$ cat src/rtl/hex_scroll_pkg.sv
// Shared definitions for the HEX display scroll scheduler.
// Contents: FSM state type, buffer/field widths, reset buffer pattern,
// message length clamp and the window index wrap helper.
package hex_scroll_pkg;

  localparam int unsigned MSG_DEPTH = 8;
  localparam int unsigned SYM_W     = 4;
  localparam int unsigned ADDR_W    = 3;
  localparam int unsigned LEN_W     = 4;

  typedef enum logic [1:0] {
    IDLE  = 2'd0,
    RUN   = 2'd1,
    PAUSE = 2'd2
  } state_e;

  // Buffer contents after reset: entry i holds symbol i.
  function automatic logic [SYM_W-1:0] reset_sym(input logic [ADDR_W-1:0] idx);
    return SYM_W'(idx);
  endfunction

  // Out-of-range lengths (0, 9..15) select the full buffer.
  function automatic logic [LEN_W-1:0] clamp_len(input logic [LEN_W-1:0] len);
    if (len == '0 || len > LEN_W'(MSG_DEPTH)) return LEN_W'(MSG_DEPTH);
    return len;
  endfunction

  // (ptr + k) mod len for ptr < len and k <= 3; len = 1 needs at most
  // three subtractions, so a fixed three-step loop covers every case.
  function automatic logic [ADDR_W-1:0] wrap_idx(input logic [LEN_W-1:0] sum,
                                                 input logic [LEN_W-1:0] len);
    logic [LEN_W-1:0] s;
    s = sum;
    for (int i = 0; i < 3; i++) begin
      if (s >= len) s = s - len;
    end
    return ADDR_W'(s);
  endfunction

endpackage

$ cat src/rtl/hex_scroll_ctrl_if.sv
// Control/display bundle between the surrounding design and hex_scroll_ctrl.
// master: drives write port, start/stop/dir/len; observes display and status.
// slave : the scroll controller.
interface hex_scroll_ctrl_if;
  import hex_scroll_pkg::*;

  logic              wr_en;
  logic [ADDR_W-1:0] wr_addr;
  logic [SYM_W-1:0]  wr_data;
  logic              wr_ready;
  logic              start;
  logic              stop;
  logic              dir;
  logic [LEN_W-1:0]  len;
  logic [SYM_W-1:0]  digit3;
  logic [SYM_W-1:0]  digit2;
  logic [SYM_W-1:0]  digit1;
  logic [SYM_W-1:0]  digit0;
  logic              busy;
  logic              tick;

  modport master (
    output wr_en, wr_addr, wr_data, start, stop, dir, len,
    input  wr_ready, digit3, digit2, digit1, digit0, busy, tick
  );

  modport slave (
    input  wr_en, wr_addr, wr_data, start, stop, dir, len,
    output wr_ready, digit3, digit2, digit1, digit0, busy, tick
  );

endinterface

$ cat src/rtl/tick_divider.sv
// Scroll step divider: counts CLOCK_50 cycles while enabled and flags the
// last cycle of each TICK_DIV-cycle period.
// Ports: CLOCK_50 clock, resetn async active-low reset, en count enable,
//        clr synchronous clear (wins over en), tick combinational step pulse.
module tick_divider #(
  parameter int unsigned TICK_DIV = 50_000_000
) (
  input  logic CLOCK_50,
  input  logic resetn,
  input  logic en,
  input  logic clr,
  output logic tick
);

  localparam int unsigned      CNT_W   = (TICK_DIV > 1) ? $clog2(TICK_DIV) : 1;
  localparam logic [CNT_W-1:0] CNT_MAX = CNT_W'(TICK_DIV - 1);

  logic [CNT_W-1:0] cnt_q;

  // Pulse is a decode of the held count, so it drops as soon as en drops.
  assign tick = en && (cnt_q == CNT_MAX);

  always_ff @(posedge CLOCK_50 or negedge resetn) begin
    if (!resetn) begin
      cnt_q <= '0;
    end else if (clr) begin
      cnt_q <= '0;
    end else if (en) begin
      if (cnt_q == CNT_MAX) cnt_q <= '0;
      else                  cnt_q <= cnt_q + CNT_W'(1);
    end
  end

endmodule

$ cat src/rtl/hex_scroll_ctrl.sv
// Scroll scheduler for the four-digit HEX display bank.
// Holds an 8-entry symbol buffer, steps a window pointer on each scroll tick
// and presents four registered symbol codes (digit3 leftmost).
// Ports: CLOCK_50 clock, resetn async active-low reset,
//        bus (slave): write port, start/stop/dir/len controls,
//        digit3..0 outputs, busy/wr_ready status, tick step pulse.
module hex_scroll_ctrl
  import hex_scroll_pkg::*;
#(
  parameter int unsigned TICK_DIV  = 50_000_000,
  parameter int unsigned MSG_DEPTH = hex_scroll_pkg::MSG_DEPTH
) (
  input  logic               CLOCK_50,
  input  logic               resetn,
  hex_scroll_ctrl_if.slave   bus
);

  state_e            state_q, state_d;
  logic [ADDR_W-1:0] ptr_q, ptr_d;
  logic [LEN_W-1:0]  len_q, len_d;
  logic [SYM_W-1:0]  msg_buf [MSG_DEPTH];
  logic [SYM_W-1:0]  dig3_q, dig2_q, dig1_q, dig0_q;
  logic              cnt_en;
  logic              cnt_clr;
  logic              tick_c;

  // Step timer runs only in RUN so a pause freezes it mid-period.
  assign cnt_en = (state_q == RUN);

  tick_divider #(.TICK_DIV(TICK_DIV)) u_tick_divider (
    .CLOCK_50 (CLOCK_50),
    .resetn   (resetn),
    .en       (cnt_en),
    .clr      (cnt_clr),
    .tick     (tick_c)
  );

  // State register.
  always_ff @(posedge CLOCK_50 or negedge resetn) begin
    if (!resetn) state_q <= IDLE;
    else         state_q <= state_d;
  end

  // Next state, pointer/length update and counter clear. stop beats start.
  always_comb begin
    state_d = state_q;
    ptr_d   = ptr_q;
    len_d   = len_q;
    cnt_clr = 1'b0;
    unique case (state_q)
      IDLE: begin
        if (bus.start && !bus.stop) begin
          state_d = RUN;
          len_d   = clamp_len(bus.len);
          ptr_d   = '0;
          cnt_clr = 1'b1;
        end
      end
      RUN: begin
        if (tick_c) begin
          if (bus.dir) begin
            ptr_d = (ptr_q == '0) ? ADDR_W'(len_q - LEN_W'(1)) : ptr_q - ADDR_W'(1);
          end else begin
            ptr_d = (LEN_W'(ptr_q) == len_q - LEN_W'(1)) ? '0 : ptr_q + ADDR_W'(1);
          end
        end
        if (bus.stop) state_d = PAUSE;
      end
      PAUSE: begin
        if (bus.stop) begin
          state_d = IDLE;
          ptr_d   = '0;
          cnt_clr = 1'b1;
        end else if (bus.start) begin
          state_d = RUN;
        end
      end
      default: begin
        state_d = IDLE;
      end
    endcase
  end

  // Buffer, pointer, length and display window. The window uses the next
  // pointer so a step shows on the tick edge, while a buffer write shows
  // one edge after it lands.
  always_ff @(posedge CLOCK_50 or negedge resetn) begin
    if (!resetn) begin
      ptr_q  <= '0;
      len_q  <= LEN_W'(MSG_DEPTH);
      for (int unsigned i = 0; i < MSG_DEPTH; i++) begin
        msg_buf[ADDR_W'(i)] <= reset_sym(ADDR_W'(i));
      end
      dig3_q <= reset_sym(ADDR_W'(0));
      dig2_q <= reset_sym(ADDR_W'(1));
      dig1_q <= reset_sym(ADDR_W'(2));
      dig0_q <= reset_sym(ADDR_W'(3));
    end else begin
      ptr_q  <= ptr_d;
      len_q  <= len_d;
      if (bus.wr_en && (state_q != RUN)) begin
        msg_buf[bus.wr_addr] <= bus.wr_data;
      end
      dig3_q <= msg_buf[ptr_d];
      dig2_q <= msg_buf[wrap_idx(LEN_W'(ptr_d) + LEN_W'(1), len_d)];
      dig1_q <= msg_buf[wrap_idx(LEN_W'(ptr_d) + LEN_W'(2), len_d)];
      dig0_q <= msg_buf[wrap_idx(LEN_W'(ptr_d) + LEN_W'(3), len_d)];
    end
  end

  assign bus.wr_ready = (state_q != RUN);
  assign bus.busy     = (state_q == RUN);
  assign bus.tick     = tick_c;
  assign bus.digit3   = dig3_q;
  assign bus.digit2   = dig2_q;
  assign bus.digit1   = dig1_q;
  assign bus.digit0   = dig0_q;

endmodule

$ cat src/flat_wrapper.sv
// flat-port wrapper written by rule: the top's interface ports become plain ports
module hex_scroll_ctrl_flat import hex_scroll_pkg::*;
#(
  parameter int unsigned TICK_DIV  = 50_000_000,
  parameter int unsigned MSG_DEPTH = hex_scroll_pkg::MSG_DEPTH
)
  (CLOCK_50, resetn, bus_wr_en, bus_wr_addr, bus_wr_data, bus_start, bus_stop, bus_dir, bus_len, bus_wr_ready, bus_digit3, bus_digit2, bus_digit1, bus_digit0, bus_busy, bus_tick);
  hex_scroll_ctrl_if bus_i ();
  input  logic CLOCK_50;
  input  logic resetn;
  input wire logic [$bits(bus_i.wr_en)-1:0] bus_wr_en;
  input wire logic [$bits(bus_i.wr_addr)-1:0] bus_wr_addr;
  input wire logic [$bits(bus_i.wr_data)-1:0] bus_wr_data;
  input wire logic [$bits(bus_i.start)-1:0] bus_start;
  input wire logic [$bits(bus_i.stop)-1:0] bus_stop;
  input wire logic [$bits(bus_i.dir)-1:0] bus_dir;
  input wire logic [$bits(bus_i.len)-1:0] bus_len;
  output wire logic [$bits(bus_i.wr_ready)-1:0] bus_wr_ready;
  output wire logic [$bits(bus_i.digit3)-1:0] bus_digit3;
  output wire logic [$bits(bus_i.digit2)-1:0] bus_digit2;
  output wire logic [$bits(bus_i.digit1)-1:0] bus_digit1;
  output wire logic [$bits(bus_i.digit0)-1:0] bus_digit0;
  output wire logic [$bits(bus_i.busy)-1:0] bus_busy;
  output wire logic [$bits(bus_i.tick)-1:0] bus_tick;
  assign bus_i.wr_en = bus_wr_en;
  assign bus_i.wr_addr = bus_wr_addr;
  assign bus_i.wr_data = bus_wr_data;
  assign bus_i.start = bus_start;
  assign bus_i.stop = bus_stop;
  assign bus_i.dir = bus_dir;
  assign bus_i.len = bus_len;
  assign bus_wr_ready = bus_i.wr_ready;
  assign bus_digit3 = bus_i.digit3;
  assign bus_digit2 = bus_i.digit2;
  assign bus_digit1 = bus_i.digit1;
  assign bus_digit0 = bus_i.digit0;
  assign bus_busy = bus_i.busy;
  assign bus_tick = bus_i.tick;
  hex_scroll_ctrl #(.TICK_DIV(TICK_DIV), .MSG_DEPTH(MSG_DEPTH)) u_core (.CLOCK_50(CLOCK_50), .resetn(resetn), .bus(bus_i));
endmodule
$ cat config.mk
export PLATFORM = sky130hd
export DESIGN_NAME = hex_scroll_ctrl_flat
export DESIGN_NICKNAME = d
export VERILOG_FILES = /design/src/rtl/hex_scroll_pkg.sv /design/src/rtl/hex_scroll_ctrl_if.sv /design/src/rtl/tick_divider.sv /design/src/rtl/hex_scroll_ctrl.sv /design/src/flat_wrapper.sv
export SDC_FILE = /design/constraint.sdc
export NUM_CORES = 1
export LEC_CHECK = 0
export BUFFER_PORTS_ARGS = -buffer_cell sky130_fd_sc_hd__buf_2
export CELL_PAD_IN_SITES_DETAIL_PLACEMENT = 1
export CELL_PAD_IN_SITES_GLOBAL_PLACEMENT = 1
export CORE_UTILIZATION = 53
export DETAILED_ROUTE_END_ITERATION = 8
export HOLD_SLACK_MARGIN = 0.15
export PLACE_DENSITY_LB_ADDON = 0.1
export SLEW_MARGIN = 20
export SYNTH_ARGS = -nofsm -noshare
export SYNTH_HDL_FRONTEND = slang
export SYNTH_SLANG_ARGS = --single-unit
$ cat constraint.sdc
create_clock -name CLOCK_50 -period 16.8 [get_ports CLOCK_50]
set_input_delay 0.84 -clock CLOCK_50 [delete_from_list [all_inputs] [get_ports CLOCK_50]]
set_output_delay 0.84 -clock CLOCK_50 [all_outputs]
set_load 0.05 [all_outputs]
# Yosys cells after proc, flatten, opt, wreduce, memory -nomap -nowiden
# Cells that the tools add are included.
classes:
  add_sub_neg: 16
  order_cmp: 16
  n_eq_ne: 8
  muxes: 49
  n_bitwise: 5
  n_reduce_logical: 11
op_table:
  columns: ["op", "count"]
  rows:
  - ["$mux W26", 3]
  - ["$mux W4", 19]
  - ["$bmux W4 S3", 4]
  - ["$ge A4 B4 Y1", 9]
  - ["$bwmux W32", 1]
  - ["$mux W3", 9]
  - ["$add A26 B1 Y26 const B", 1]
  - ["$eq A26 B26 Y1 const B", 1]
  - ["$sub A4 B4 Y4", 6]
  - ["$ge A4 B4 Y1 const B", 5]
  - ["$not A3 Y4", 5]
  - ["$demux W4 S3", 1]
  - ["$pmux W3 S3", 1]
  - ["$sub A3 B3 Y3", 3]
  - ["$add A3 B2 Y4 const B", 2]
  - ["$mux W2", 4]
  - ["$pmux W2 S3", 1]
  - ["$mux W1", 5]
  - ["$add A3 B1 Y4 const B", 1]
  - ["$eq A3 B4 Y1", 1]
  - ["$gt A4 B4 Y1 const B", 1]
  - ["$logic_and A1 B1 Y1", 4]
  - ["$logic_not A4 Y1", 1]
  - ["$lt A4 B1 Y1 const B", 1]
  - ["15 further kinds", 16]
word_totals:
  ff_bits: 83
  in_bits: 17
  out_inout_bits: 19
  elab_cells: 121

# Longest topological paths before layout
depth:
  word_depth: 18
  ltp_mapped: 36
  depth_no_buf: 33

# By module
# A second synthesis with hierarchy kept.
unflattened:
  hier_cells: 681
  hier_area_um2: 6846.6
modules_own_cells:
  columns: ["mod", "n_inst", "cells_each", "area_each_um2", "seq_area_each_um2"]
  rows:
  - ["hex_scroll_ctrl", 1, 508, 5295.1, 1447.6]
  - ["tick_divider", 1, 173, 1551.5, 650.6]

# Least setup slack after synthesis
# No wires, ideal clock.
synth_timing:
  path_type: "flip-flop to flip-flop"
  from: "register u_core.len_q[0]"
  to: "register u_core.dig0_q[2] (netlist: u_core.bus.digit0[2])"
  setup_time_ns: 0.125
  arrival_ns: 7.911
  required_ns: 16.675
  setup_slack_ns: 8.764
  stages_incl_launch_ff: 35
  n_path_buf: 3
  period_less_slack_ns: 8.036
  path_cell_list: "dfrtp_1 inv_1 ha_1 xnor2_1 a211o_1 nor3_1 or4_1 a21boi_1 buf_2 buf_2 inv_1 ha_1 inv_1 ha_1 a21bo_2 a21o_1 a21oi_2 nor2_1 a21oi_1 ha_1 fa_1 a21bo_2 a21o_1 a21oi_1 nand2_1 or4_4 nand3_1 ha_1 a21o_1 a21oi_1 mux2i_2 buf_2 mux2i_1 mux2i_1 mux2_2"
synth_between:
  elab_chain_len: 17
  elab_cells_between_ends: 23
  classes_between: "add/sub (5); order compare (3); eq/ne (1); mux (13); bitwise (1)"
synth_rtl:
  columns: ["item", "line_no", "rtl"]
  rows:
  - ["start, declared", "hex_scroll_ctrl.sv:20", "logic [LEN_W-1:0] len_q, len_d;"]
  - ["start signal, assigned", "hex_scroll_ctrl.sv:90", "len_q <= LEN_W'(MSG_DEPTH);"]
  - ["start signal, assigned", "hex_scroll_ctrl.sv:100", "len_q <= len_d;"]
  - ["$sub A4 B1 Y4", "hex_scroll_ctrl.sv:62", "ptr_d = (ptr_q == '0) ? ADDR_W'(len_q - LEN_W'(1)) : ptr_q - ADDR_W'(1);"]
  - ["$eq A3 B4 Y1", "hex_scroll_ctrl.sv:64", "ptr_d = (LEN_W'(ptr_q) == len_q - LEN_W'(1)) ? '0 : ptr_q + ADDR_W'(1);"]
  - ["$mux W3", "hex_scroll_ctrl.sv:64", null]
  - ["$mux W3", "hex_scroll_ctrl.sv:61", "if (bus.dir) begin"]
  - ["$mux W3", "hex_scroll_ctrl.sv:60", "if (tick_c) begin"]
  - ["$pmux W3 S3", "hex_scroll_ctrl.sv:50", "unique case (state_q)"]
  - ["$add A3 B2 Y4", "hex_scroll_ctrl.sv:107", "dig0_q <= msg_buf[wrap_idx(LEN_W'(ptr_d) + LEN_W'(3), len_d)];"]
  - ["$sub A4 B4 Y4 / $ge A4 B4 Y1 (equally long branches)", "hex_scroll_pkg.sv:35", "if (s >= len) s = s - len;"]
  - ["$mux W4", "hex_scroll_pkg.sv:35", null]
  - ["$sub A4 B4 Y4 / $ge A4 B4 Y1 (equally long branches)", "hex_scroll_pkg.sv:35", null]
  - ["$mux W4", "hex_scroll_pkg.sv:35", null]
  - ["$ge A4 B4 Y1 / $sub A3 B3 Y3 (equally long branches)", "hex_scroll_pkg.sv:35", null]
  - ["$mux W3 *", "hex_scroll_pkg.sv:35", null]
  - ["$not A3 Y4 (not written as such) *", "hex_scroll_ctrl.sv:107", null]
  - ["$bmux W4 S3 *", "hex_scroll_ctrl.sv:107", null]
  - ["$mux W4 (not written as such) * (2 in a row)", "hex_scroll_ctrl.sv:107", null]
  - ["end signal, assigned", "hex_scroll_ctrl.sv:97", "dig0_q <= reset_sym(ADDR_W'(3));"]
  - ["end signal, assigned", "hex_scroll_ctrl.sv:107", null]
  - ["end, declared", "hex_scroll_ctrl.sv:22", "logic [SYM_W-1:0] dig3_q, dig2_q, dig1_q, dig0_q;"]
# Mark *: on every way between the ends. The rest lies on a longest branch, timed or not. The select of a mux whose other input is x is not followed.
# A chain may end at the register's enable or synchronous reset.

# Final worst setup path
layout_timing:
  from: "input bus_stop"
  to: "register u_core.dig0_q[2] (netlist: u_core.bus.digit0[2])"
layout_between:
  elab_chain_len: 15
  elab_cells_between_ends: 21
  classes_between: "add/sub (4); order compare (3); mux (11); bitwise (1); reduce/logical (2)"
layout_rtl:
  columns: ["item", "line_no", "rtl"]
  rows:
  - ["start, declared", "flat_wrapper.sv:15", "input wire logic [$bits(bus_i.stop)-1:0] bus_stop;"]
  - ["$logic_not A1 Y1", "hex_scroll_ctrl.sv:52", "if (bus.start && !bus.stop) begin"]
  - ["$logic_and A1 B1 Y1", "hex_scroll_ctrl.sv:52", null]
  - ["$mux W3", "hex_scroll_ctrl.sv:52", null]
  - ["$pmux W3 S3", "hex_scroll_ctrl.sv:50", null]
  - ["$add A3 B2 Y4", "hex_scroll_ctrl.sv:107", null]
  - ["$sub A4 B4 Y4 / $ge A4 B4 Y1 (equally long branches)", "hex_scroll_pkg.sv:35", null]
  - ["$mux W4", "hex_scroll_pkg.sv:35", null]
  - ["$sub A4 B4 Y4 / $ge A4 B4 Y1 (equally long branches)", "hex_scroll_pkg.sv:35", null]
  - ["$mux W4", "hex_scroll_pkg.sv:35", null]
  - ["$ge A4 B4 Y1 / $sub A3 B3 Y3 (equally long branches)", "hex_scroll_pkg.sv:35", null]
  - ["$mux W3 *", "hex_scroll_pkg.sv:35", null]
  - ["$not A3 Y4 (not written as such) *", "hex_scroll_ctrl.sv:107", null]
  - ["$bmux W4 S3 *", "hex_scroll_ctrl.sv:107", null]
  - ["$mux W4 (not written as such) * (2 in a row)", "hex_scroll_ctrl.sv:107", null]
# Marks and branches as above.

==> out/metrics.yaml <==
gr-total-overflow: 0
grtUsageTotal_pct: 30.1
path_buf_inv: 5
rrSetupSlack_ns: 8.33
drive_above_1_share_pct: 23.9
leakage_nw: 3.39
max_cap_violations: 0
rr_worst_depth: 31
dr.pass1.iters: 6
cts.clk_slew.worst_paths_ns: 0.07
grt_pass1_wl_um: 29900
htreeDepth: 3
critPathMaxFanout: 16
slowest_delay_ns: 0.70
ios: 36
cts_resized: 0
insertion_delay_ns: 0.35
core_mm2: 0.0121
antenna_found_initial: 0
cts_tree: "done"
r2r_start: "u_core.state_q[0]$_DFFE_PN0P_"
ant_nets: 0
layout.nets: 759
drt-total-wl_um: 18200
crit_family: "compound AO/OA/AOI/OAI gates"
rsz0062_at_grt: "no"
netlist.area_leader.share_pct: 25.2
setup_viol: 0
setup_tns_ns: 0
netlist_area_mm2: 0.00656
synthArstFlopShare_pct: 100
clock.fmax_ghz: 0.117
grt_start_max_net_pins: 65
cp.arrival_ns: 8.81
avgViaCountPerCell: 6.03
r2r_end: "u_core.bus.digit0[2]$_DFF_PN0_"
cts.path.max_buffers: 2
synth-edff-count: 0
yosys_warnings: 0
root_buffer: "clkbuf_16"
cts.sinks: 83
power_density_mw_per_mm2: 182
finalNonFillerCells: 862
peakVddDrop_mv: 0.144
worst_pin_slew_ns: 0.960
synth_cells: 654
synth.distinct_cells: 66
worstHoldPathType: "in2async"
initialDrtViolationCount: 184
diodes: 0
start_util_pct: 54.4
io_buffer_count: 35
placed_cells: 846
outcome: "completed"
fin_crit_sh_pct: 51.1
end_kind: "register"
dp_hpwl_um: 13200
dr_total_vias: 5200
fp.dieW_um: 113
area_growth_pct: 10.6
finalClockSkew_ns: 0.00668
design.die.area_mm2: 0.0128
dieHeight_um: 113
drc_errors: 0
seq_area_frac_synth_pct: 32.0
cts_made_buffers: 9
grt_pass1_vias: 5768
cts_setup_buffers: 0
timing_worst_setup_path_type: "in2reg"
routabilityCongestion: 0.841
maxSlewViolCount: 0
slew_headroom_pct: 35.8
power_mw: 1.32
hold_ws_ns: 0.360
utilization_pct: 60.2
fill_cells: 1318
slowest_stage: "a22oi_1"
wl_per_cell_um: 21.1
rows: 40
ctsHoldBuffers: 0
min_period_ns: 8.58
synth_area_leader_cell: "dfrtp_1"
synth.area.top_cells: "dfrtp_1 25%, mux2i_1 11%, mux2_2 10%"
startpoint_type: "primary input"
ys_ff_latch: 83
avgSynthCellArea_um2: 10.0
cp.required_ns: 17.03
finalHoldViolCount: 0
synth_top_flop_cell: "dfrtp_1"
syn-num-nets: 724
==> cell families after synthesis <==
logic type / Yosys count / synth area share, %
simple gates: 181 / 13.7
mux: 143 / 24.6
compound gates: 125 / 12.5
flops: 83 / 32.0
fa+ha+maj: 53 / 11.1
buf+inv: 44 / 2.80
xor+xnor: 25 / 3.34
==> synthesized netlist by cell type (9+ instances only) <==
library cell,n
mux2i_1,75
dfrtp_1,66
nand2_1,61
mux2_2,58
ha_1,44
nor2_1,40
o21ai_0,40
a21oi_1,33
inv_1,26
nand3_1,19
a21o_1,18
dfstp_2,17
xnor2_1,14
xor2_1,11
nand2b_1,10
fa_1,9
==> routing by layer <==
layer | share of wire (%) | GRT usage (%) | vias to the layer above | wire length (µm)
li1 | - | - | 2431 | -
met1 | 43 | 37.3 | 2629 | 7850
met2 | 52 | 53.6 | 101 | 9470
met3 | 2.9 | 4.45 | 39 | 526
met4 | 2.0 | 9.74 | 0 | 367
met5 | 0 | 0 | - | 0
==> registers in the layout, indices dropped and copies added (netlist names) <==
name	flops
u_core.bus.digit0	4
u_core.bus.digit1	4
u_core.bus.digit2	4
u_core.bus.digit3	4
u_core.len_q	4
u_core.msg_buf	32
u_core.ptr_q	3
u_core.state_q	2
u_core.u_tick_divider.cnt_q	26
==> worst max-delay path by stage <==
| stage | start | to | depth (start not counted) |
|---|---|---|---|
| CTS | bus_stop | u_core.bus.digit0[2]$_DFF_PN0_ | 32 |
| finish | bus_stop | u_core.bus.digit0[2]$_DFF_PN0_ | 32 |
| detailed placement | bus_stop | u_core.bus.digit0[3]$_DFF_PN0_ | 30 |
| global placement | bus_stop | u_core.bus.digit0[2]$_DFF_PN0_ | 32 |
| floorplan | u_core.len_q[0]$_DFF_PN0_ | u_core.bus.digit0[2]$_DFF_PN0_ | 34 |
| global route | bus_stop | u_core.bus.digit0[2]$_DFF_PN0_ | 32 |
==> power by group <==
part,leakage (nW),total [mW],internal [mW],switching [mW]
registers,1.03,0.303,0.256,0.0471
clock network,0.159,0.231,0.146,0.0850
logic,2.20,0.790,0.360,0.430
==> layout by cell type (no fill, tap or decap), types with 4 or more instances in the layout <==
cell and n:
mux2i_1 75, dfrtp_1 66, nand2_1 61, mux2_2 58
ha_1 44, nor2_1 40, o21ai_0 40, buf_2 34
a21oi_1 33, inv_1 26, nand3_1 19, a21o_1 18
dfstp_2 17, xnor2_1 14, xor2_1 11, nand2b_1 10
fa_1 9, clkbuf_16 9, nand3b_1 8, mux4_2 8
nor3_1 7, buf_4 7, a21bo_2 6, nand4_1 5
and2_1 4
==> layout make-up <==
cell class | instances | area [µm²] | area share [%]
clock buffer | 10 | 229 | 3.15
timing repair buffer | 41 | 223 | 3.07
multi-input combinational | 527 | 4290 | 59.0
tap | 168 | 210 | 2.90
sequential | 83 | 2100 | 28.9
clock inverter | 6 | 114 | 1.57
inverter | 27 | 101 | 1.40
==> stage by stage <==
| stage | area (µm²) | setup WS (ns) |
|---|---|---|
| final | 7260 | 8.22 |
| after detailed placement | 6920 | 7.93 |
| after CTS | 7260 | 8.19 |
| after global placement | 6920 | 8.40 |
| after floorplan | 6560 | 8.76 |
| after global routing | 7260 | 7.55 |
Power figures use the tool's default switching activity.
